File: config.mk
export PLATFORM = sky130hd
export DESIGN_NAME = piso_shift_register
export DESIGN_NICKNAME = d
export VERILOG_FILES = /design/src/rtl/piso_shift_register.sv
export SDC_FILE = /design/constraint.sdc
export NUM_CORES = 1
export LEC_CHECK = 0
export ABC_AREA = 1
export CELL_PAD_IN_SITES_DETAIL_PLACEMENT = 0
export CELL_PAD_IN_SITES_GLOBAL_PLACEMENT = 1
export CORE_MARGIN = 2
export CORE_UTILIZATION = 34
export DETAILED_ROUTE_END_ITERATION = 10
export MAX_ROUTING_LAYER = met4
export PLACE_DENSITY = 0.81
export SYNTH_ARGS = -nofsm -noshare
export SYNTH_HDL_FRONTEND = slang
export SYNTH_SLANG_ARGS = --single-unit
export TNS_END_PERCENT = 30
File: constraint.sdc
create_clock -name clk -period 2.7 [get_ports clk]
set_input_delay 0.54 -clock clk [delete_from_list [all_inputs] [get_ports clk]]
set_output_delay 0.54 -clock clk [all_outputs]
set_load 0.05 [all_outputs]
File: src/rtl/piso_shift_register.sv
// piso_shift_register: valid/ready word in, framed serial bits out; PISO_PARITY_EN appends an even parity bit
module piso_shift_register #(
  parameter int WIDTH = 4,
  parameter bit MSB_FIRST = 1
) (
  input  logic             clk,
  input  logic             rst,
  input  logic             load_valid,
  input  logic [WIDTH-1:0] parallel_in,
  output logic             load_ready,
  output logic             serial_out,
  output logic             serial_valid,
  output logic             frame_start,
  output logic             busy
);
  localparam int CW = $clog2(WIDTH + 1);
`ifdef PISO_PARITY_EN
  typedef enum logic [1:0] {IDLE, SHIFT, PARITY} state_t;
  logic par;
`else
  typedef enum logic [1:0] {IDLE, SHIFT} state_t;
`endif
  state_t state;
  logic [WIDTH-1:0] sr;
  logic [CW-1:0] cnt;
  logic last, accept, first_bit, next_bit;
  logic [WIDTH-1:0] load_sh, sr_sh;
  // handshake and next-bit selection; sr holds the bits not yet presented
  always_comb begin
    last = (state == SHIFT) && (cnt == CW'(WIDTH - 1));
`ifdef PISO_PARITY_EN
    load_ready = !rst && (state == IDLE || state == PARITY);
`else
    load_ready = !rst && (state == IDLE || last);
`endif
    accept = load_valid && load_ready;
    first_bit = MSB_FIRST ? parallel_in[WIDTH-1] : parallel_in[0];
    next_bit = MSB_FIRST ? sr[WIDTH-1] : sr[0];
    load_sh = MSB_FIRST ? {parallel_in[WIDTH-2:0], 1'b0} : {1'b0, parallel_in[WIDTH-1:1]};
    sr_sh = MSB_FIRST ? {sr[WIDTH-2:0], 1'b0} : {1'b0, sr[WIDTH-1:1]};
    busy = state != IDLE;
  end
  // frame sequencer with registered serial outputs
  always_ff @(posedge clk) begin
    if (rst) begin
      state <= IDLE;
      sr <= '0;
      cnt <= '0;
      serial_out <= 1'b0;
      serial_valid <= 1'b0;
      frame_start <= 1'b0;
`ifdef PISO_PARITY_EN
      par <= 1'b0;
`endif
    end else if (accept) begin
      state <= SHIFT;
      sr <= load_sh;
      cnt <= '0;
      serial_out <= first_bit;
      serial_valid <= 1'b1;
      frame_start <= 1'b1;
`ifdef PISO_PARITY_EN
      par <= ^parallel_in;
`endif
    end else if (state == SHIFT && !last) begin
      sr <= sr_sh;
      cnt <= cnt + CW'(1);
      serial_out <= next_bit;
      frame_start <= 1'b0;
`ifdef PISO_PARITY_EN
    end else if (last) begin
      state <= PARITY;
      cnt <= cnt + CW'(1);
      serial_out <= par;
      frame_start <= 1'b0;
`endif
    end else begin
      state <= IDLE;
      serial_out <= 1'b0;
      serial_valid <= 1'b0;
      frame_start <= 1'b0;
    end
  end
endmodule

## Yosys cells after proc, flatten, opt, wreduce, memory -nomap -nowiden

Cells that the tools add are included.

| word-level totals | value |
|---|---|
| register bits | 10 |
| input port bits | 7 |
| output and inout port bits | 5 |
| word-level logic and storage cells | 28 |

| cells by class | value |
|---|---|
| add/subtract/negate cells | 1 |
| eq/ne operators | 2 |
| muxes and demuxes | 9 |
| reduce and logical (&&, ||, !) cells | 10 |

Operators by type and width:

| operator | count |
|---|---|
| 4-bit two-way mux | 2 |
| 1-bit two-way mux | 7 |
| 1-bit logical AND | 4 |
| 3-bit by 1-bit adder with 3-bit output (second input constant) | 1 |
| 3-bit by 2-bit == test with 1-bit output (second input constant) | 1 |
| 1-bit zero test | 2 |
| 2-bit zero test | 1 |
| 2-bit != test (second input constant) | 1 |
| 2-bit nonzero test | 1 |
| 2-bit OR reduction | 1 |
| 1-bit logical OR | 1 |

## Logic depth before layout (Yosys ltp)

Gate-level depths: netlist (run 1).

| depth | value |
|---|---|
| depth after elaboration | 6 |
| gate-level depth with buffers | 8 |
| depth with buffers taken out | 8 |

## Worst setup path after synthesis (run 1)

OpenSTA, ideal clock, no wires.

| timing path | value |
|---|---|
| kind | flip-flop to output port |
| start | register cnt[0] |
| end | output port load_ready |
| arrival | 1209 ps |
| setup slack | 951 ps |
| cell stages (with the launch flop) | 5 |
| path buffers | 0 |
| cell sequence | dfxtp_1 > ha_1 > ha_1 > nor2_4 > nor2_2 |

| on the way | value |
|---|---|
| longest elaborated chain between the ends | 4 |

RTL lines:

| what | line | source |
|---|---|---|
| start: declaration | 25 | `logic [CW-1:0] cnt;` |
| start signal: assignment | 67 | `cnt <= cnt + CW'(1);` |
| 3-bit by 2-bit == test with 1-bit output | 30 | `last = (state == SHIFT) && (cnt == CW'(WIDTH - 1));` |
| 1-bit logical AND | 30 |  |
| 1-bit logical OR | 34 | `load_ready = !rst && (state == IDLE \|\| last);` |
| 1-bit logical AND | 34 |  |
| end: declaration | 10 | `output logic load_ready,` |

No other way between the ends.

==> impl_metrics.yaml, run 1 <==
setup_path:
  end_kind: "primary output"
  crit_type: "reg -> out"
  slowest_delay_ns: 0.83
  crit_family: "buffers and inverters"
  cp.required_ns: 2.16
  critPathLaunchType: "flop"
  path_cells: "clkdlybuf4s50_1"
  slowest_stage: "clkdlybuf4s50_1"
  critPathMaxFanout: 4
  crit_buf_inv: 1
  startpoint: "state[0]$_SDFFE_PP0P_"
  critPathArrivalTime_ns: 1.51
  r2r_start: "cnt[0]$_SDFFE_PP0N_"
grt:
  grt_max_degree: 11
  grtUsageTotal_pct: 13.3
  antenna_found_initial: 0
  overflow: 0
  grt_pass1_wl_um: 1280
  grt_pass1_vias: 338
floorplanning:
  io_pins: 12
  core_area_um2: 1270
  die_area_um2: 1620
  die_h_um: 40.2
  start_util_pct: 35.1
  placementRows: 13
  die_x_um: 40.2
sta:
  skew_ns: 0.00229
  period_minus_slack_ns: 2.05
  hold_viol_final: 0
  slew_violations: 0
  tightest_slew_ns: 0.490
  setup_tns_ns: 0
  slew-limit-headroom_pct: 67.2
  period_share_pct: 75.8
  max_freq_mhz: 488
  rsz0062_at_grt: "false"
  worst_slack_ns: 0.653
  holdWs_ns: 0.463
  setup_violations: 0
final_layout:
  area_growth_pct: 35.4
  layout-drive-gt1-share_pct: 21.1
  final_nets: 81
  fill_cells: 139
  n_antenna_cell: 0
pwr:
  p_leak_uw: 0.000266
  powerDensity_nw_per_um2: 518
  ir_drop_mv: 0.223
  finalPower_uw: 312
synth:
  syn_area_um2: 445
  synth_area_leader_cell: "dfxtp_1"
  synth_cell_types: 18
  synth_fp_nets: 66
  yosysTopAreaCellShare_pct: 40.4
  yosysSeqAreaShare_pct: 40.4
  netlist_top_cells_area: "dfxtp_1 (40%), nand2_1 (10%), inv_1 (5.9%)"
  synth_seq_cells: 9
  synth_warnings: 0
  syn_avg_cell_area_um2: 7.81
  syn_inst: 57
routing:
  drtIter0Drc: 10
  wl_per_cell_um: 8.81
  wirelength_um: 758
  drc_errors: 0
  ant_nets: 0
  vias: 374
  first_pass_iters: 4
  vias_per_cell: 4.35
placement:
  place_ws_ns: 0.785
  gp_congestion: 0.677
  hpwlAfterDp_um: 582
  io_buffers: 11
clocking:
  ctsHoldBuffers: 0
  cts_resized: 0
  numCtsBuffers: 3
  path_clk_slew_ns: 0.06
  clkSinkCount: 9
  root_buffer: "clkbuf_4"
  clk_latency_ns: 0.26
  h-tree-depth: 1
  cts_setup_buffers: 0
  cts_tree: "yes"
  cts_buffer_depth: 2
run_status:
  outcome: "completed"
min_path:
  holdCritStartpoint: "sr[1]$_SDFFE_PP0P_"
  holdCritPathClass: "reg -> reg"
job:
  drv_cap: 0
-- cell type report --
type                       instances  area [um2]  share of cell area (%)
tap                               15        18.8                    3.11
timing repair buffer              12         128                    21.2
multi-input combinational         36         213                    35.3
inverter                          10        37.5                    6.22
clock buffer                       4        26.3                    4.36
sequential                         9         180                    29.9
-- sequential cells by signal, indices dropped and copies added, names as in the netlist --
name	cells
cnt	3
sr	3
frame_start	1
serial_out	1
state	1
-- metal layers --
metal,wire (um),track usage [%],part of all wire [%]
met1,390,14.8,51
met2,323,19.0,43
met3,34,3.33,4.5
met4,10,12.5,1.3
met5,0,-,0
-- synth_stat cells --
| cell | n |
|---|---|
| nor3_4 | 1 |
| a21oi_1 | 2 |
| xor2_1 | 1 |
| nand2_1 | 12 |
| nor2_2 | 2 |
| o21ai_0 | 1 |
| o21ai_2 | 1 |
| nand3_1 | 2 |
| inv_2 | 3 |
| nor2_4 | 1 |
| nand4_1 | 2 |
| nor2_1 | 7 |
| ha_1 | 2 |
| nor3_2 | 1 |
| nand2_4 | 1 |
| buf_4 | 2 |
| inv_1 | 7 |
| dfxtp_1 | 9 |
-- worst paths after layout --
| path | to | cells past startpoint | slack [ns] |
|---|---|---|---|
| setup / recovery | serial_valid | 1 | 0.65 |
| hold / removal | sr[1]$_SDFFE_PP0P_ | 2 | 0.46 |
| setup reg to reg | serial_out$_SDFF_PP0_ | 6 | 1.37 |
| hold reg to reg | sr[1]$_SDFFE_PP0P_ | 2 | 0.46 |
-- report_power, final --
part | internal (uW) | total, uW | switching, uW
logic | 28.3 | 68.1 | 39.8
clock network | 56.8 | 101 | 44.6
registers | 139 | 143 | 3.87
-- stage by stage --
step / instances / area, um2 / utilization (%)
global placement: 82 / 577 / 45.5
global route: 86 / 603 / 47.5
detailed placement: 82 / 577 / 45.5
finish: 86 / 603 / 47.5
CTS: 86 / 603 / 47.5
floorplan: 57 / 445 / -
-- kinds of logic after synthesis --
logic type / count (synthesis) / synth area share [%]
buffers and inverters: 12 / 11.8
DFF: 9 / 40.4
adders and majority gates: 2 / 5.62
AOI/OAI and AO/OA: 4 / 5.34
and+or+nand+nor: 29 / 34.8
xor gates and xnor gates: 1 / 1.97
-- cells in the final DEF (no fill, tap or decap) --
cell             instances
nor3_4                   1
nor3_2                   1
inv_1                    7
nand2_1                 12
buf_12                   1
nand4_1                  2
clkbuf_1                 1
nor2_1                   7
ha_1                     2
nand2_4                  1
dfxtp_1                  9
clkbuf_4                 3
buf_4                    1
clkdlybuf4s50_1         10
o21ai_0                  1
inv_2                    3
a21oi_1                  2
nand3_1                  2
o21ai_2                  1
nor2_4                   1
nor2_2                   2
xor2_1                   1
Note: power is estimated with default switching activity, not from simulation.
==> run 2: changes to the inputs <==
CORE_UTILIZATION = 31   (was 34)
PLACE_DENSITY = 0.75   (was 0.81)
clock period = 2 ns   (was 2.7 ns; I/O delays follow)
==> impl_metrics.yaml, run 2 (same netlist as run 1, synthesis figures left out) <==
sta:
  rsz0062_at_grt: "false"
  hold_viol_final: 0
  setup_violations: 0
  holdWs_ns: 0.461
  slew-limit-headroom_pct: 67.4
  period_share_pct: 94.5
  max_freq_mhz: 529
  tightest_slew_ns: 0.488
  period_minus_slack_ns: 1.89
  slew_violations: 0
  setup_tns_ns: 0
  skew_ns: 0.000397
routing:
  drc_errors: 0
  vias: 367
  wirelength_um: 778
  wl_per_cell_um: 9.05
  ant_nets: 0
  drtIter0Drc: 8
  vias_per_cell: 4.27
  first_pass_iters: 4
setup_path:
  critPathMaxFanout: 6
  reg2reg_slack_ns: 0.67
  critPathArrivalTime_ns: 1.49
  r2r_start: "cnt[0]$_SDFFE_PP0N_"
  r2r_end: "serial_out$_SDFF_PP0_"
  ff2ff_path_depth: 6
  crit_type: "reg -> out"
  end_kind: "primary output"
  startpoint: "cnt[0]$_SDFFE_PP0N_"
  critPathLaunchType: "flop"
  cp.required_ns: 1.60
min_path:
  min_path_cells: 2
  holdCritPathClass: "reg -> reg"
  min_to: "sr[1]$_SDFFE_PP0P_"
  holdCritStartpoint: "sr[1]$_SDFFE_PP0P_"
clocking:
  root_buffer: "clkbuf_4"
  path_clk_slew_ns: 0.06
  h-tree-depth: 1
  cts_buffer_depth: 2
  ctsHoldBuffers: 0
  numCtsBuffers: 3
  cts_resized: 0
  cts_setup_buffers: 0
  cts_tree: "yes"
  clkSinkCount: 9
  clk_latency_ns: 0.25
floorplanning:
  die_area_um2: 1760
  placementRows: 13
  core_area_um2: 1320
  die_x_um: 41.9
  io_pins: 12
  die_h_um: 41.9
  start_util_pct: 33.8
pwr:
  ir_drop_mv: 0.344
  p_leak_uw: 0.000270
  finalPower_uw: 419
  powerDensity_nw_per_um2: 701
final_layout:
  n_antenna_cell: 0
  fill_cells: 143
  area_growth_pct: 34.3
  mostFrequentLayoutCell: "nand2_1"
  utilization_pct: 45.4
  layout-drive-gt1-share_pct: 23.9
  mostFrequentLayoutCells: "nand2_1 (12), dfxtp_1 (9), clkdlybuf4s50_1 (8), inv_1 (7), nor2_1 (7)"
  top_regs: "cnt x3, sr x3"
  final_nets: 81
placement:
  hpwlAfterDp_um: 611
  io_buffers: 11
  gp_congestion: 0.691
grt:
  grt_pass1_wl_um: 1350
  grtUsageTotal_pct: 10.8
  grt_max_degree: 11
  grt_pass1_vias: 343
  antenna_found_initial: 0
  overflow: 0
job:
  drv_cap: 0
run_status:
  outcome: "completed"
-- run 2: cell types whose count changed in the layout (fill, tap and decap cells not counted), sizes merged --
cell / change
clkdlybuf4s50: -2
buf: +2
-- run 2: worst max path at each step --
stage,to,slack (ns),cells past startpoint
after detailed placement,load_ready,0.36,3
after floorplan,load_ready,0.39,4
after global placement,load_ready,0.36,3
after CTS,load_ready,0.08,5
after global routing,load_ready,0.02,5
final,load_ready,0.11,5
-- run 2: critical path, stage by stage, from the launching register on --
cell and delay (ns):
dfxtp_1 0.32, ha_1 0.20, ha_1 0.23, nor2_4 0.23
nor2_2 0.10, buf_12 0.16
-- run 2: area by class of cell --
class | instances | area, um2 | share of cell area [%]
Inverter | 10 | 37.5 | 6.28
Clock buffer | 4 | 26.3 | 4.39
Tap cell | 15 | 18.8 | 3.14
Sequential cell | 9 | 180 | 30.1
Multi-Input combinational cell | 36 | 213 | 35.6
Timing Repair Buffer | 12 | 123 | 20.5
-- run 2: where the power goes --
group / total, uW / internal (uW) / switching, uW
Combinational: 90.7 / 37.1 / 53.5
Clock: 136 / 76.6 / 59.1
Sequential: 193 / 188 / 5.28
Total: 419 / 301 / 118
-- run 2: stage by stage --
step | std cells | setup slack (ns) | instance area (um2)
final | 86 | 0.110 | 598
after global routing | 86 | 0.0181 | 598
after CTS | 86 | 0.0766 | 598
after detailed placement | 82 | 0.365 | 572
after global placement | 82 | 0.358 | 572
after floorplan | 57 | 0.391 | 445
-- run 2: per-layer routing --
metal  vias up  global-route usage (%)  wire [um]
li1        202                       -          -
met1       154                    11.9        352
met2         9                    15.0        368
met3         2                    3.91         45
met4         0                    9.68         11
met5         -                       -          0
==> run 3: changes to the inputs <==
SLEW_MARGIN = 10   (was unset)
TNS_END_PERCENT = 5   (was 30)
==> results of run 3 <==
Final layout, timing and power as in run 2 (identical DEF).
==> patch 1, RTL diff (flow settings as in run 2) <==
Make the reset (`rst`) asynchronous in one clocked block.
--- a/src/rtl/piso_shift_register.sv
+++ b/src/rtl/piso_shift_register.sv
@@ -41,7 +41,7 @@
     busy = state != IDLE;
   end
   // frame sequencer with registered serial outputs
-  always_ff @(posedge clk) begin
+  always_ff @(posedge clk or posedge rst) begin
     if (rst) begin
       state <= IDLE;
       sr <= '0;
Function: differs if rst is asserted again (counterexample within 4 cycles, from zero or initial values and one cycle with rst high); with rst held inactive, the same outputs for 10 cycles.
==> patch 1 against run 2 <==
Synthesized cell count fell by 19%; final cell count decreased by 13%; synthesized area increased by 0.56%; sequential cell count did not move; routed wire length down 1.9%; setup slack improved by 0.0087 ns; final area is 0.42% higher; register-to-register slack worse by 0.13 ns; largest cell class is now sequential cells.
Power is not compared: it rests on default switching activity, and its combinational part moved more than twofold at a synthesized area within 25%.
==> patch 1: results (changes against run 2) <==
| Metric | Value |
|---|---|
| Leading cell types by total area after synthesis | `sky130_fd_sc_hd__dfrtp_1 (50%), sky130_fd_sc_hd__nand2_1 (10%), sky130_fd_sc_hd__nand3_1 (6.7%)` |
| Pin count of the biggest net entering global routing | `14 (+3)` |
| FF-to-FF setup slack | `0.54 ns (-0.13 ns)` |
| Violation count after the first detailed-routing iteration | `1 (-7)` |
| Sequential fraction of the synthesis area | `0.503 (+0.0983)` |
| Result of the run | `completed` |
| Pre-Repair DR Iteration Count | `2 (-2)` |
| Reg-to-Reg Start | `cnt[0]$_DFFE_PP0P_` |
| Normalized max-slew margin | `0.670 (-0.00421)` |
| Total track usage | `0.107 (-0.00102)` |
| Final #Nets | `70 (-14%)` |
| Post-DP HPWL | `571 µm (-6.6%)` |
| Final weighted congestion of routability-driven global placement | `0.617 (-11%)` |
| Setup Skew | `0.00243 ns (+0.00203 ns)` |
| CP max-delay cell | `sky130_fd_sc_hd__clkdlybuf4s50_1` |
| Clock period minus worst slack | `1.88 ns (-0.00869 ns)` |
| Placement-stage worst setup slack | `0.325 ns (-0.0396 ns)` |
| Fraction of registers with async set/reset | `1.00 (+1.00)` |
| Ratio of cells with drive above 1 in the final layout | `0.183 (-0.0561)` |
| Launching instance or port of the critical path | `serial_valid$_DFFE_PP0P_` |
| Net Count, Synth | `55 (-17%)` |
| Critical path peak fanout | `3 (-3)` |
| Vias per cell | `4.52 (+5.9%)` |
| Cell class contributing the biggest share of worst-path delay | `buffers and inverters` |
| Vias in the first global route | `315 (-8.2%)` |
[patch 1: changes by cell type after synthesis, moves of 2 or more]
cell,change
sky130_fd_sc_hd__a21oi_1,-2
sky130_fd_sc_hd__nand3_1,+4
sky130_fd_sc_hd__nor2_2,-2
sky130_fd_sc_hd__inv_1,-4
sky130_fd_sc_hd__nor2_1,-6
sky130_fd_sc_hd__dfrtp_1,+9
sky130_fd_sc_hd__o211ai_1,+2
sky130_fd_sc_hd__dfxtp_1,-9
sky130_fd_sc_hd__or2_0,+2
[patch 1: cells by family after synthesis]
| group | Yosys count | synth area share |
|---|---|---|
| flops | 9 | 0.503 |
| simple gates | 25 | 0.296 |
| buf+inv | 8 | 0.112 |
| fa+ha+maj | 2 | 0.0559 |
| compound gates | 2 | 0.0335 |
[patch 1: area by class of cell]
class,instances,area [µm²]
Clock buffer,4,26.3
Fill cell,139,717
Inverter,6,27.5
Multi-Input combinational cell,29,175
Sequential cell,9,225
Tap cell,15,18.8
Timing Repair Buffer,12,128
[patch 1: through the flow]
stage / hold WS (ns) / area [µm²] / std cells
after global placement: 0.487 / 564 / 70
final: 0.487 / 601 / 75
after floorplan: 0.204 / 448 / 46
after global routing: 0.515 / 601 / 75
after CTS: 0.472 / 591 / 74
after detailed placement: 0.492 / 564 / 70
[patch 1: layer usage]
layer  share of wire  track usage
met5               0            -
met4          0.0079       0.0750
met3           0.052       0.0388
met2            0.42        0.141
met1            0.52        0.135
[patch 1: path summary, 6_finish.rpt]
kind                                         to  depth (start not counted)
min reg2reg                  cnt[2]$_DFFE_PP0P_                          2
max in group asynchronous    cnt[2]$_DFFE_PP0P_                          2
min in group clk             cnt[2]$_DFFE_PP0P_                          2
min                           sr[3]$_DFFE_PP0P_                          2
max                                        busy                          1
max reg2reg                serial_out$_DFF_PP0_                          9
==> patch 2, RTL diff (flow settings as in run 2) <==
Made on the original files. The option `PISO_PARITY_EN` is turned on by a define.
--- a/src/rtl/piso_shift_register.sv
+++ b/src/rtl/piso_shift_register.sv
@@ -1,4 +1,6 @@
 // piso_shift_register: valid/ready word in, framed serial bits out; PISO_PARITY_EN appends an even parity bit
+`define PISO_PARITY_EN
+
 module piso_shift_register #(
   parameter int WIDTH = 4,
   parameter bit MSB_FIRST = 1
Formal check against the unedited RTL: not equivalent (a bounded check fails within 10 cycles, from zero or initial values and one cycle with rst high).
==> patch 2 against run 2 <==
Sequential cell count rose by 3; critical endpoint is now serial_valid; routed wire length rose by 41%; clock power grew 8%; setup slack improved by 0.075 ns; largest power group unchanged; via count increased by 38%; total power rose by 23%; synthesized area up 33%; final area rose by 26%; highest routed layer is now met3; global-route usage increased by 2.0 points; count of clock-buffer cells in the layout down 1; utilization decreased by 2.7 points.
==> patch 2: results (changes against run 2) <==
| Metric | Value |
|---|---|
| Result of the run | `completed` |
| CP max-delay cell | `sky130_fd_sc_hd__clkdlybuf4s50_1` |
| Net Count, Synth | `93 (+41%)` |
| Setup Skew | `0.00160 ns (+0.00121 ns)` |
| Aggregate routed wire length | `1100 µm (+41%)` |
| Data arrival time at the worst-slack endpoint | `1.42 ns (-0.07 ns)` |
| Clock latency on the worst-skew pair | `0.27 ns (+0.02 ns)` |
| Post-placement cell area | `731 µm² (+28%)` |
| Pin count of the biggest net entering global routing | `13 (+2)` |
| VDD IR-drop max | `0.000399 V (+16%)` |
| Leading cell types by total area after synthesis | `sky130_fd_sc_hd__dfxtp_1 (41%), sky130_fd_sc_hd__nand2_1 (19%), sky130_fd_sc_hd__inv_1 (6.3%)` |
| Vias in the first global route | `496 (+45%)` |
| Share of final layout cell area taken by non-clock buffers | `0.156 (-0.0489)` |
| Least setup slack across all paths after layout | `0.185 ns (+0.0747 ns)` |
| Cell class contributing the biggest share of worst-path delay | `buffers and inverters` |
| Sequential standard cell area | `240 µm² (+33%)` |
| Registers with the most flip-flops | `cnt (3), sr (3), state (2)` |
| Yosys cell types | `19 (+1)` |
| Sequential fraction of the synthesis area | `0.405 (+0.000569)` |
| Destination of the worst register-to-register timing path | `sr[2]$_SDFFE_PP0P_` |
| Invs w/o clock | `13 (+3)` |
| Ratio of cells with drive above 1 in the final layout | `0.134 (-0.105)` |
| End point of the critical path | `serial_valid` |
| Multi-input combinational cell count | `58 (+61%)` |
| Synthesized netlist cell count | `84 (+47%)` |
| Wire length of the first global-routing pass | `1990 µm (+47%)` |
-- patch 2: layer usage --
metal | GRT usage | wire, µm | vias to the layer above
met3 | 0.0566 | 52 | 0
met1 | 0.159 | 574 | 210
met4 | 0.0162 | 0 | 0
li1 | - | - | 287
met5 | - | 0 | -
met2 | 0.197 | 469 | 10
-- patch 2: power by group through the flow --
| stage | Sequential, mW | Combinational (mW) | Clock, mW |
|---|---|---|---|
| finish | 0.258 | 0.112 | 0.147 |
| global route | 0.260 | 0.124 | 0.166 |
| global placement | 0.264 | 0.112 | 0 |
| CTS | 0.258 | 0.113 | 0.156 |
| detailed placement | 0.264 | 0.112 | 0 |
| floorplan | 0.276 | 0.0603 | 0 |
-- patch 2: cells by family (layout without fill, tap and decap cells) --
group,count (synthesis),count (layout),share of synthesized area
XOR/XNOR,1,1,0.0148
buffers and inverters,14,27,0.101
AND/OR/NAND/NOR,49,49,0.376
adder cells (fa/ha/maj),2,2,0.0422
AO/OA/AOI/OAI,6,6,0.0612
flip-flops,12,12,0.405
